--- src/rtl/otter_mmio_pkg.sv ---
// otter_mmio_pkg: MMIO addresses, UART status bit positions and TX FSM states.
// The PARITY state exists only when UART_TX_PARITY_EN is defined.
package otter_mmio_pkg;
  localparam logic [31:0] UART_DATA_AD = 32'h1110_0000;
  localparam logic [31:0] UART_STAT_AD = 32'h1114_0000;
  localparam int STAT_FULL  = 0;
  localparam int STAT_EMPTY = 1;
  localparam int STAT_BUSY  = 2;
  localparam int STAT_OVF   = 3;
  typedef enum logic [2:0] {
    IDLE,
    START,
    DATA,
`ifdef UART_TX_PARITY_EN
    PARITY,
`endif
    STOP
  } uart_tx_state_t;
endpackage

--- src/rtl/uart_tx_fifo.sv ---
// uart_tx_fifo: power-of-two FIFO with an extra pointer bit separating full from empty.
module uart_tx_fifo #(
  parameter int WIDTH = 8,
  parameter int DEPTH = 8
) (
  input  logic             clk,
  input  logic             rst_n,
  input  logic             push,
  input  logic             pop,
  input  logic [WIDTH-1:0] din,
  output logic [WIDTH-1:0] dout,
  output logic             full,
  output logic             empty
);
  localparam int AW = $clog2(DEPTH);
  logic [AW:0] wr_ptr, rd_ptr;
  logic [WIDTH-1:0] mem [DEPTH];
  always_ff @(posedge clk or negedge rst_n) begin
    if (!rst_n) begin
      wr_ptr <= '0;
      rd_ptr <= '0;
    end else begin
      if (push) wr_ptr <= wr_ptr + 1'b1;
      if (pop) rd_ptr <= rd_ptr + 1'b1;
    end
  end
  always_ff @(posedge clk) begin
    if (push) mem[wr_ptr[AW-1:0]] <= din;
  end
  assign dout  = mem[rd_ptr[AW-1:0]];
  assign empty = wr_ptr == rd_ptr;
  assign full  = (wr_ptr ^ rd_ptr) == {1'b1, {AW{1'b0}}};
endmodule

--- src/rtl/iobus_uart_tx.sv ---
// iobus_uart_tx: MMIO-fed buffered UART transmitter (8N1, or 8E1 with UART_TX_PARITY_EN).
module iobus_uart_tx
  import otter_mmio_pkg::*;
#(
  parameter int BAUD_DIV   = 434,
  parameter int FIFO_DEPTH = 8
) (
  input  logic        CLK,
  input  logic        RST_N,
  input  logic [31:0] IOBUS_ADDR,
  input  logic [31:0] IOBUS_OUT,
  input  logic        IOBUS_WR,
  output logic [31:0] IOBUS_IN,
  output logic        TX
);
  localparam logic [15:0] BAUD_LAST = 16'(BAUD_DIV - 1);
  uart_tx_state_t state;
  logic [15:0] baud_cnt;
  logic [2:0] bit_cnt;
  logic [7:0] shreg, fifo_dout;
  logic full, empty, ovf, busy;
  logic data_wr, stat_wr, fifo_push, fifo_pop;
  logic [31:0] stat;
  logic unused_bits;
`ifdef UART_TX_PARITY_EN
  logic par;
`endif
  assign data_wr     = IOBUS_WR && IOBUS_ADDR == UART_DATA_AD;
  assign stat_wr     = IOBUS_WR && IOBUS_ADDR == UART_STAT_AD;
  assign busy        = state != IDLE;
  assign fifo_pop    = !empty && (state == IDLE || (state == STOP && baud_cnt == '0));
  assign fifo_push   = data_wr && (!full || fifo_pop);
  assign unused_bits = ^IOBUS_OUT[31:8];
  uart_tx_fifo #(.WIDTH(8), .DEPTH(FIFO_DEPTH)) u_fifo (
    .clk(CLK), .rst_n(RST_N), .push(fifo_push), .pop(fifo_pop),
    .din(IOBUS_OUT[7:0]), .dout(fifo_dout), .full(full), .empty(empty)
  );
  always_comb begin
    stat = '0;
    stat[STAT_FULL]  = full;
    stat[STAT_EMPTY] = empty;
    stat[STAT_BUSY]  = busy;
    stat[STAT_OVF]   = ovf;
    IOBUS_IN = IOBUS_ADDR == UART_STAT_AD ? stat : '0;
  end
  always_ff @(posedge CLK or negedge RST_N) begin
    if (!RST_N) ovf <= 1'b0;
    else ovf <= (data_wr && full && !fifo_pop) || (ovf && !(stat_wr && IOBUS_OUT[3]));
  end
  // A pop always starts a frame, whether from IDLE or straight out of an expiring STOP.
  always_ff @(posedge CLK or negedge RST_N) begin
    if (!RST_N) begin
      state    <= IDLE;
      TX       <= 1'b1;
      baud_cnt <= '0;
      bit_cnt  <= '0;
      shreg    <= '0;
`ifdef UART_TX_PARITY_EN
      par      <= 1'b0;
`endif
    end else if (fifo_pop) begin
      state    <= START;
      TX       <= 1'b0;
      baud_cnt <= BAUD_LAST;
      shreg    <= fifo_dout;
`ifdef UART_TX_PARITY_EN
      par      <= ^fifo_dout;
`endif
    end else if (busy) begin
      if (baud_cnt != '0) baud_cnt <= baud_cnt - 16'd1;
      else begin
        baud_cnt <= BAUD_LAST;
        case (state)
          START: begin
            state   <= DATA;
            TX      <= shreg[0];
            bit_cnt <= '0;
          end
          DATA: begin
            if (bit_cnt == 3'd7) begin
`ifdef UART_TX_PARITY_EN
              state <= PARITY;
              TX    <= par;
`else
              state <= STOP;
              TX    <= 1'b1;
`endif
            end else begin
              bit_cnt <= bit_cnt + 3'd1;
              shreg   <= shreg >> 1;
              TX      <= shreg[1];
            end
          end
`ifdef UART_TX_PARITY_EN
          PARITY: begin
            state <= STOP;
            TX    <= 1'b1;
          end
`endif
          default: begin
            state <= IDLE;
            TX    <= 1'b1;
          end
        endcase
      end
    end
  end
endmodule
--- config.mk ---
export PLATFORM = sky130hd
export DESIGN_NAME = iobus_uart_tx
export DESIGN_NICKNAME = d
export VERILOG_FILES = /design/src/rtl/otter_mmio_pkg.sv /design/src/rtl/uart_tx_fifo.sv /design/src/rtl/iobus_uart_tx.sv
export SDC_FILE = /design/constraint.sdc
export NUM_CORES = 1
export LEC_CHECK = 0
export ABC_AREA = 1
export BUFFER_PORTS_ARGS = -buffer_cell sky130_fd_sc_hd__buf_2
export CORE_MARGIN = 5
export CORE_UTILIZATION = 30
export CTS_BUF_LIST = sky130_fd_sc_hd__clkbuf_4 sky130_fd_sc_hd__clkbuf_8 sky130_fd_sc_hd__clkbuf_16
export DETAILED_ROUTE_END_ITERATION = 6
export SKIP_CTS_REPAIR_TIMING = 1
export SLEW_MARGIN = 40
export SYNTH_ARGS = -nofsm -noshare
export SYNTH_HDL_FRONTEND = slang
export SYNTH_SLANG_ARGS = --single-unit
--- constraint.sdc ---
create_clock -name CLK -period 1.9 [get_ports CLK]
set_clock_uncertainty 0.05 [all_clocks]
set_input_delay 0.19 -clock CLK [delete_from_list [all_inputs] [get_ports CLK]]
set_output_delay 0.19 -clock CLK [all_outputs]
set_load 0.005 [all_outputs]
==> out/results.ini, run 1 <==
[placed_design]
place_hpwl_um = 8900
port-buffer-count = 47
gp_congestion = 0.812
pre_cts_ws_ps = -42.5

[routing]
dr.pass1.iters = 5
dr_wl_met3_um = 552
vias = 4352
ant_nets = 0
wl_met2_um = 6290
drc_errors = 0
wl_per_cell_um = 12.0
drt_iter0_drc = 197
routed_wirelength_um = 12300
wl_met1_um = 5360
viasPerCell = 4.24
top_layer = met4

[yosys]
synth.most_common_cell = nand2_1
ys_top_cells_by_count = nand2_1, inv_1, edfxtp_1
seq_area_frac_synth = 0.508
syn_inst = 679
synthArstFlopShare = 0.379
synth_warnings = 0
synth_top_area_frac = 0.337
syn_area_per_cell_sq_um = 8.41
ys_seq_elements = 103
synth_edf_count = 64
synth.cell_area_sq_mm = 0.00571
ys.flop_type = edfxtp_1
synth_largest_area_cell = edfxtp_1
synth_area_leaders = edfxtp_1, dfrtp_1, nand2_1, inv_1, nand3_1
synth_cell_types = 43

[critical_path]
path_max_fanout = 6
cpPeakStageDelay_ps = 390
worstSetupPathType = reg -> reg
r2r_end = u_fifo.mem[6][2]
critical_path_required_ps = 1920
startpoint_type = flip-flop
rrSetupSlack_ps = -20
end_kind = flip-flop
reg2reg_depth = 11
path_cells = inv_2, ha_4, nand2_4, nor2_2, nand2_2, nand2_4, nand3_4, nand2_4, nand3_4, nor2_4, buf_6
reg2reg_from = baud_cnt[1]
critPathArrivalTime_ps = 1950
cp_common_cell = nand2_4
crit_start = baud_cnt[1]
cpMaxStageDelayCell = dfrtp_1

[grt]
grt_max_degree = 35
grt.total_usage = 0.111
grt_pass1_vias = 4133
antenna_found_initial = 0
grt_pass1_wl_um = 19500
grt_overflow = 0

[final_layout]
antennaDiodeCount = 0
final_util = 0.378
syn_to_final_growth_pct = 24.0
drive_gt1_frac = 0.261
nets = 863

[timing]
worst_slack_ps = -23.0
finalMaxSlewViolations = 0
rsz0062_at_grt = yes
hold-worst-slack_ps = 75.5
fin_tns_setup_ps = -99.6
fmax_mhz = 520
fin_crit_sh = 1.01
hold_viol = 0
timing.final.crit_period_ps = 1920
setup_viol = 7

[floorplan]
start_util = 0.305
num_rows = 50
fp.coreArea_sq_mm = 0.0187
die_area_sq_mm = 0.0219
fp.dieH_um = 148
ios = 100
die_w_um = 148

[clocking]
htreeDepth = 3
cts_buffer_depth = 2
cts_tree = built
clock-sinks = 103
root_buffer = clkbuf_16
clk_pin_slew_ps = 80
cts_buffers = 9
clk_latency_ps = 360

[outcome]
violations = setup timing
status = finished, violations left

[pwr]
pwr-share-comb = 0.037
p_sw_frac = 0.228
p_int_mw = 3.52
clkPwrFrac = 0.437
ir_drop_mv = 0.427
pwr-share-seq = 0.526
p_switching_mw = 1.04
p_leak_nw = 3.48
pwr_density_cell_mw_per_mm2 = 644
total_power_mw = 4.56

[run]
maxCapViolCount = 0

[min_path]
whs_endpoint = u_fifo.mem[6][0]
hp-class = in -> reg
hold_start = IOBUS_OUT[0]
min_path_cells = 1

## flip-flops by register name (all words and copies together) (netlist names)
signal	flops
ovf	1
TX	1
state	2
bit_cnt	3
u_fifo.rd_ptr	4
shreg	8
baud_cnt	16
u_fifo.mem	64
u_fifo.wr_ptr	4
## final cells by class
cell class,count,area [sq um]
fillers,1884,11600
flip-flops and latches,103,2900
multi-input cells,457,2330
repair buffers,115,840
inverters,101,390
well taps,234,293
clock buffers,9,225
clock inverters,7,92.6
## critical path: cells and delay by family (launching register included)
family / cells / cell delay (ps)
flops: 1 / 390
simple gates: 8 / 810
buf+inv: 2 / 230
fa+ha+maj: 1 / 150
## placed cells by master (no fill, tap or decap), types with 5 or more instances in the layout
master     netlist  routed
nor2_2           9      17
nor2_4           1       9
nand2_1        223     218
conb_1           1      28
ha_1             9       5
nand3_1         61      61
dfrtp_1         38      35
xor2_1           5       5
o21ai_0          6       5
edfxtp_1        64      64
nand4_1         13      13
buf_4           28      53
nand2_2          3       7
clkbuf_16        0       9
a21oi_1          6       6
nor2_1          62      46
buf_6            4       9
inv_2            5       9
buf_2            3      47
nand2_4          9       9
inv_1           93      88
## layer usage
metal | GRT usage | vias up
met5 | 0 | -
met4 | 0.0309 | 0
met3 | 0.0221 | 5
met2 | 0.195 | 66
met1 | 0.139 | 1989
li1 | - | 2292
## stage by stage
stage,instances,instance area (sq um)
final,1026,7080
after global routing,1026,7080
after CTS,1014,6810
after detailed placement,998,6490
after global placement,998,6490
after floorplan,706,5830
## worst max path at each step
stage / end / slack, ps
2_1_floorplan: u_fifo.mem[0][0] / -60
3_3_place_gp: u_fifo.mem[6][2] / -30
3_5_place_dp: u_fifo.mem[2][6] / -40
4_1_cts: IOBUS_IN[0] / -130
5_1_grt: u_fifo.mem[6][6] / -140
6_report: u_fifo.mem[6][2] / -20
## cell families after synthesis
kind of cell,share of synthesized area
AO/OA/AOI/OAI,0.0189
XOR/XNOR,0.0105
adder cells (fa/ha/maj),0.0197
buffers and inverters,0.127
flip-flops,0.508
other,0.000657
AND/OR/NAND/NOR,0.316
## power by group through the flow
stage | Clock, mW | Sequential, mW | Combinational (mW)
2_1_floorplan | 0 | 2.44 | 0.105
3_3_place_gp | 0 | 2.44 | 0.166
3_5_place_dp | 0 | 2.44 | 0.168
4_1_cts | 2.04 | 2.40 | 0.169
5_1_grt | 2.13 | 2.40 | 0.192
6_report | 1.99 | 2.40 | 0.170
Power figures use the tool's default switching activity.
==> run 2, diff against run 1 <==
Settings changed: ABC_AREA 1 to default.
==> run 2 against run 1 <==
Maximum frequency is 25% lower. Critical path type unchanged. Global-route usage up 0.71 points. Final cell count decreased by 30%. Largest cell class unchanged. The run still ends with setup timing left. First-iteration DRC count grew 27%. Clock-buffer cell count unchanged. Worst hold slack got worse by 8.4 ps.
==> out/results.ini, run 2 <==
[outcome]
status = finished, violations left  ; unchanged
violations = setup timing  ; unchanged

[floorplan]
start_util = 0.304  ; was 0.305
fp.coreArea_sq_mm = 0.0165  ; was 0.0187 sq mm
num_rows = 47  ; was 50
die_w_um = 139  ; was 148 um
ios = 100  ; unchanged
fp.dieH_um = 139  ; was 148 um
die_area_sq_mm = 0.0193  ; was 0.0219 sq mm

[grt]
grt_max_degree = 40  ; was 35
grt_pass1_wl_um = 18000  ; was 19500 um
grt_overflow = 0  ; unchanged
grt_pass1_vias = 3369  ; was 4133
antenna_found_initial = 0  ; unchanged
grt.total_usage = 0.118  ; was 0.111

[final_layout]
drive_gt1_frac = 0.493  ; was 0.261
antennaDiodeCount = 0  ; unchanged
nets = 574  ; was 863
final_common_cell = buf_4  ; was nand2_1
syn_to_final_growth_pct = 37.0  ; was 24.0%
fillCellCount = 1508  ; was 1884
final_cell_mix = buf_4, edfxtp_1, buf_2, dfrtp_1, conb_1  ; was nand2_1, inv_1, edfxtp_1, nand3_1, buf_4
largest_register_ffs = 64  ; unchanged

[yosys]
ys_seq_elements = 103  ; unchanged
synth_area_leaders = edfxtp_1, dfrtp_1, mux4_2, buf_4, ha_1  ; was edfxtp_1, dfrtp_1, nand2_1, inv_1, nand3_1
synth_cell_types = 62  ; was 43
syn_area_per_cell_sq_um = 13.8  ; was 8.41 sq um
synth_edf_count = 64  ; unchanged
seq_area_frac_synth = 0.580  ; was 0.508
synth.cell_area_sq_mm = 0.00500  ; was 0.00571 sq mm
synth_top_area_frac = 0.384  ; was 0.337
ys.flop_type = edfxtp_1  ; unchanged
ys_top_cells_by_count = edfxtp_1, dfrtp_1, buf_4  ; was nand2_1, inv_1, edfxtp_1
syn_inst = 361  ; was 679
synthArstFlopShare = 0.379  ; unchanged
synth_warnings = 0  ; unchanged
synth_largest_area_cell = edfxtp_1  ; unchanged
synth.most_common_cell = edfxtp_1  ; was nand2_1

[clocking]
clock-sinks = 103  ; unchanged
root_buffer = clkbuf_16  ; unchanged
cts_buffers = 9  ; unchanged
htreeDepth = 3  ; unchanged
cts_buffer_depth = 2  ; unchanged
clk_pin_slew_ps = 70  ; was 80 ps
clk_latency_ps = 350  ; was 360 ps
cts_tree = built  ; unchanged

[routing]
dr.pass1.iters = 5  ; unchanged
vias = 3392  ; was 4352
wl_per_cell_um = 16.3  ; was 12.0 um
routed_wirelength_um = 11800  ; was 12300 um
drc_errors = 0  ; unchanged
drt_iter0_drc = 250  ; was 197
viasPerCell = 4.69  ; was 4.24
ant_nets = 0  ; unchanged

[timing]
fin_crit_sh = 1.34  ; was 1.01
worst_pin_slew_ps = 508
rsz0062_at_grt = yes  ; unchanged
finalMaxSlewViolations = 0  ; unchanged
hold_viol = 0  ; unchanged
timing.final.crit_period_ps = 2550  ; was 1920 ps
relSlewSlack = 0.661
setup_viol = 99  ; was 7
fmax_mhz = 392  ; was 520 MHz
worst_slack_ps = -652  ; was -23.0 ps
fin_tns_setup_ps = -40860  ; was -99.6 ps
hold-worst-slack_ps = 67.2  ; was 75.5 ps

[critical_path]
end_kind = flip-flop  ; unchanged
rrSetupSlack_ps = -650  ; was -20 ps
reg2reg_from = baud_cnt[0]  ; was baud_cnt[1]
crit_start = baud_cnt[0]  ; was baud_cnt[1]
reg2reg_depth = 9  ; was 11
critPathArrivalTime_ps = 2570  ; was 1950 ps
worstSetupPathType = reg -> reg  ; unchanged
endpoint = u_fifo.mem[4][7]  ; was u_fifo.mem[6][2]
critical_path_required_ps = 1920  ; about the same
startpoint_type = flip-flop  ; unchanged
r2r_end = u_fifo.mem[4][7]  ; was u_fifo.mem[6][2]
path_max_fanout = 8  ; was 6

[placed_design]
gp_congestion = 0.808  ; was 0.812
place_hpwl_um = 8290  ; was 8900 um
pre_cts_ws_ps = -678  ; was -42.5 ps
port-buffer-count = 47  ; unchanged

[run]
maxCapViolCount = 0  ; unchanged

[pwr]
total_power_mw = 4.55  ; was 4.56 mW
p_leak_nw = 2.75  ; was 3.48 nW
ir_drop_mv = 0.594  ; was 0.427 mV
pwr_density_cell_mw_per_mm2 = 665  ; was 644 mW/mm^2

[min_path]
hp-class = in -> reg  ; unchanged

run 2: per-layer routing:
| layer | up-vias | GRT usage | part of all wire |
|---|---|---|---|
| met1 | 1689 | 0.153 | 0.42 |
| met5 | - | 0 | 0 |
| met4 | 0 | 0.0340 | 0.014 |
| met3 | 14 | 0.0255 | 0.045 |
| li1 | 1594 | - | - |
| met2 | 95 | 0.200 | 0.52 |
run 2: cell families (layout without fill, tap and decap cells):
| family | after synthesis | after routing | synth area share |
|---|---|---|---|
| flops | 103 | 103 | 0.580 |
| fa+ha+maj | 9 | 9 | 0.0225 |
| compound gates | 64 | 64 | 0.0886 |
| mux | 30 | 30 | 0.103 |
| buf+inv | 55 | 170 | 0.0663 |
| xor+xnor | 10 | 10 | 0.0175 |
| other cells | 1 | 28 | 0.000750 |
| simple gates | 89 | 89 | 0.122 |
run 2: layout make-up:
cell class                      instances  area, sq um  share of cell area
Tap cell                              220          275              0.0402
Clock buffer                            9          225              0.0329
Timing Repair Buffer                  142         1070               0.157
Sequential cell                       103         2900               0.424
Inverter                               12         52.6             0.00767
Multi-Input combinational cell        230         2230               0.325
Clock inverter                          7         95.1              0.0139
run 2: how the worst min path moves through the flow:
stage / from / to / slack [ps] / cells past startpoint
final: IOBUS_ADDR[18] / ovf / 70 / 2
after global routing: IOBUS_ADDR[18] / ovf / 80 / 2
after CTS: RST_N / state[1] / -150 / 2
after detailed placement: RST_N / baud_cnt[5] / 230 / 2
after global placement: RST_N / baud_cnt[7] / 220 / 2
after floorplan: RST_N / baud_cnt[0] / -160 / 0
run 2: power by group:
| part | total (mW) | switching (mW) | internal [mW] |
|---|---|---|---|
| registers | 2.39 | 0.00562 | 2.39 |
| clock network | 1.96 | 0.898 | 1.06 |
| logic | 0.197 | 0.110 | 0.0869 |
| total | 4.55 | 1.01 | 3.54 |
run 2: critical path, stage by stage, from the launching register on:
cell      delay [ps]
dfrtp_1          400
inv_2             80
ha_4             140
nor3b_4          190
and4_4           280
a311oi_4         110
or3b_1           390
buf_6            170
nor4b_4          290
buf_6            180
run 2: per-stage QoR:
| step | std cells | util | instance area [sq um] |
|---|---|---|---|
| floorplan | 388 | - | 5260 |
| global placement | 691 | 0.368 | 6060 |
| detailed placement | 691 | 0.368 | 6060 |
| CTS | 707 | 0.387 | 6380 |
| global route | 723 | 0.416 | 6850 |
| finish | 723 | 0.416 | 6850 |
==> run 3, diff against run 2 <==
Settings changed: CTS_CLUSTER_DIAMETER from default to 60, SKIP_CTS_REPAIR_TIMING 1 to default.
==> run 3 against run 2 <==
The flow still finishes with violations (setup timing). Sequential power is essentially flat. Critical path depth shrank 2. Core utilization grew 2.7 points. Routed wire length grew 7.9%. Cell area grew 6.4%. Clock-buffer cell count is the same. Total power grew 0.49%.
==> out/results.ini, run 3 (synthesis gave the netlist of run 2 again) <==
[outcome]
status = finished, violations left  ; unchanged
violations = setup timing  ; unchanged

[critical_path]
path_max_fanout = 8  ; unchanged
cpPeakStageDelay_ps = 580  ; was 400 ps
critical_path_required_ps = 1920  ; about the same
startpoint_type = flip-flop  ; unchanged
worstSetupPathType = reg -> reg  ; unchanged
crit_start = baud_cnt[11]  ; was baud_cnt[0]
cpMaxStageDelayCell = or4_4  ; was dfrtp_1
cp_common_cell = buf_6  ; unchanged
path_cells = or4_4, nor2_8, a311oi_4, or3b_1, buf_6, nor4b_4, buf_6  ; was inv_2, ha_4, nor3b_4, and4_4, a311oi_4, or3b_1, buf_6, nor4b_4, buf_6
end_kind = flip-flop  ; unchanged
critPathArrivalTime_ps = 2510  ; was 2570 ps
reg2reg_from = baud_cnt[11]  ; was baud_cnt[0]

[final_layout]
stdcell_count = 738  ; was 723
nets = 589  ; was 574
final_common_cell = edfxtp_1  ; was buf_4
fillCellCount = 1448  ; was 1508
antennaDiodeCount = 0  ; unchanged
syn_to_final_growth_pct = 45.7  ; was 37.0%
drive_gt1_frac = 0.566  ; was 0.493
final_util = 0.443  ; was 0.416
fin_area_sq_mm = 0.00729  ; was 0.00685 sq mm
final_cell_mix = edfxtp_1, buf_4, buf_2, buf_6, dfrtp_1  ; was buf_4, edfxtp_1, buf_2, dfrtp_1, conb_1
largest_register_ffs = 64  ; unchanged

[clocking]
cts_tree = built  ; unchanged
clk_pin_slew_ps = 80  ; was 70 ps
cts_buffers = 9  ; unchanged
cts_buffer_depth = 2  ; unchanged
clock-sinks = 103  ; unchanged
root_buffer = clkbuf_16  ; unchanged
htreeDepth = 3  ; unchanged
clk_latency_ps = 350  ; about the same

[floorplan]
die_area_sq_mm = 0.0193  ; unchanged
fp.dieH_um = 139  ; unchanged
num_rows = 47  ; unchanged
fp.coreArea_sq_mm = 0.0165  ; unchanged
ios = 100  ; unchanged
start_util = 0.304  ; unchanged
die_w_um = 139  ; unchanged

[routing]
ant_nets = 0  ; unchanged
drc_errors = 0  ; unchanged
dr.pass1.iters = 4  ; was 5
vias = 3520  ; was 3392
routed_wirelength_um = 12700  ; was 11800 um
drt_iter0_drc = 234  ; was 250
wl_per_cell_um = 17.2  ; was 16.3 um
viasPerCell = 4.77  ; was 4.69

[min_path]
hold_start = IOBUS_OUT[1]  ; was IOBUS_ADDR[18]
hp-class = in -> reg  ; unchanged

[timing]
worst_slack_ps = -591  ; was -652 ps
hold_viol = 0  ; unchanged
fmax_mhz = 401  ; was 392 MHz
timing.final.crit_period_ps = 2490  ; was 2550 ps
relSlewSlack = 0.660  ; was 0.661
fin_crit_sh = 1.31  ; was 1.34
rsz0062_at_grt = yes  ; unchanged
finalMaxSlewViolations = 0  ; unchanged
worst_pin_slew_ps = 511  ; was 508 ps
setup_viol = 104  ; was 99

[pwr]
total_power_mw = 4.57  ; was 4.55 mW
pwr_density_cell_mw_per_mm2 = 628  ; was 665 mW/mm^2
p_leak_nw = 2.94  ; was 2.75 nW
ir_drop_mv = 0.595  ; was 0.594 mV

[placed_design]
placed_cell_area_sq_mm = 0.00606  ; unchanged
place_inst = 691  ; unchanged
port-buffer-count = 47  ; unchanged
gp_congestion = 0.808  ; unchanged
place_hpwl_um = 8290  ; unchanged

[grt]
grt_max_degree = 40  ; unchanged
grt.total_usage = 0.130  ; was 0.118
grt_pass1_vias = 3678  ; was 3369
grt_overflow = 0  ; unchanged
grt_pass1_wl_um = 19900  ; was 18000 um
antenna_found_initial = 0  ; unchanged

[run]
maxCapViolCount = 0  ; unchanged

## run 3: area by class of cell
cell class | instances | area (sq um) | share of cell area
clock inverters | 7 | 95.1 | 0.0130
flip-flops and latches | 103 | 2900 | 0.398
well taps | 220 | 275 | 0.0378
repair buffers | 157 | 1280 | 0.176
inverters | 12 | 52.6 | 0.00721
clock buffers | 9 | 225 | 0.0309
multi-input cells | 230 | 2450 | 0.337
## run 3: per-stage QoR
| stage | hold slack [ps] | worst slack [ps] | TNS [ps] |
|---|---|---|---|
| detailed placement | 232 | -678 | -47410 |
| floorplan | -156 | -670 | -34290 |
| global route | 98.2 | -663 | -51950 |
| CTS | 71.8 | -591 | -41750 |
| finish | 91.1 | -591 | -44140 |
| global placement | 225 | -646 | -43980 |
## run 3: worst max-delay path, delay by kind of cell, from the launching register on
kind / cells / cell delay (ps)
and+or+nand+nor: 4 / 1330
AOI/OAI and AO/OA: 1 / 110
buffers and inverters: 2 / 350
DFF: 1 / 380
## run 3: power by group
part | switching, mW | total [mW] | leakage [nW] | internal, mW
sequential | 0.00616 | 2.39 | 1.11 | 2.39
clock | 0.902 | 1.97 | 0.157 | 1.06
combinational | 0.118 | 0.214 | 1.67 | 0.0961
## run 3: what timing repair did
item | 4_1_cts | 5_1_grt
gates cloned | 3 | 0
endpoints found under the setup margin | 104 | 106
hold buffers | 1 | 0
resized for setup | 113 | 44
hold endpoints to repair | 38 | 0
buffers inserted | 24 | 14
pin swaps | 35 | 25
## run 3: path summary, 6_finish.rpt
kind                                         end  slack (ps)  cells after the start
min in group asynchronous            baud_cnt[5]         380                      3
max in group asynchronous       u_fifo.wr_ptr[0]        1040                      3
worst min-delay path            u_fifo.mem[4][1]          90                      1
worst max-delay path            u_fifo.mem[4][3]        -590                      7
worst min register to register          shreg[0]         490                      1
worst max register to register  u_fifo.mem[4][3]        -590                      7
## run 3: layer usage
layer | global-route usage | vias to the layer above | share of wire
met5 | 0 | - | 0
li1 | - | 1634 | -
met3 | 0.0262 | 16 | 0.042
met4 | 0.0402 | 0 | 0.017
met1 | 0.166 | 1782 | 0.41
met2 | 0.224 | 88 | 0.53
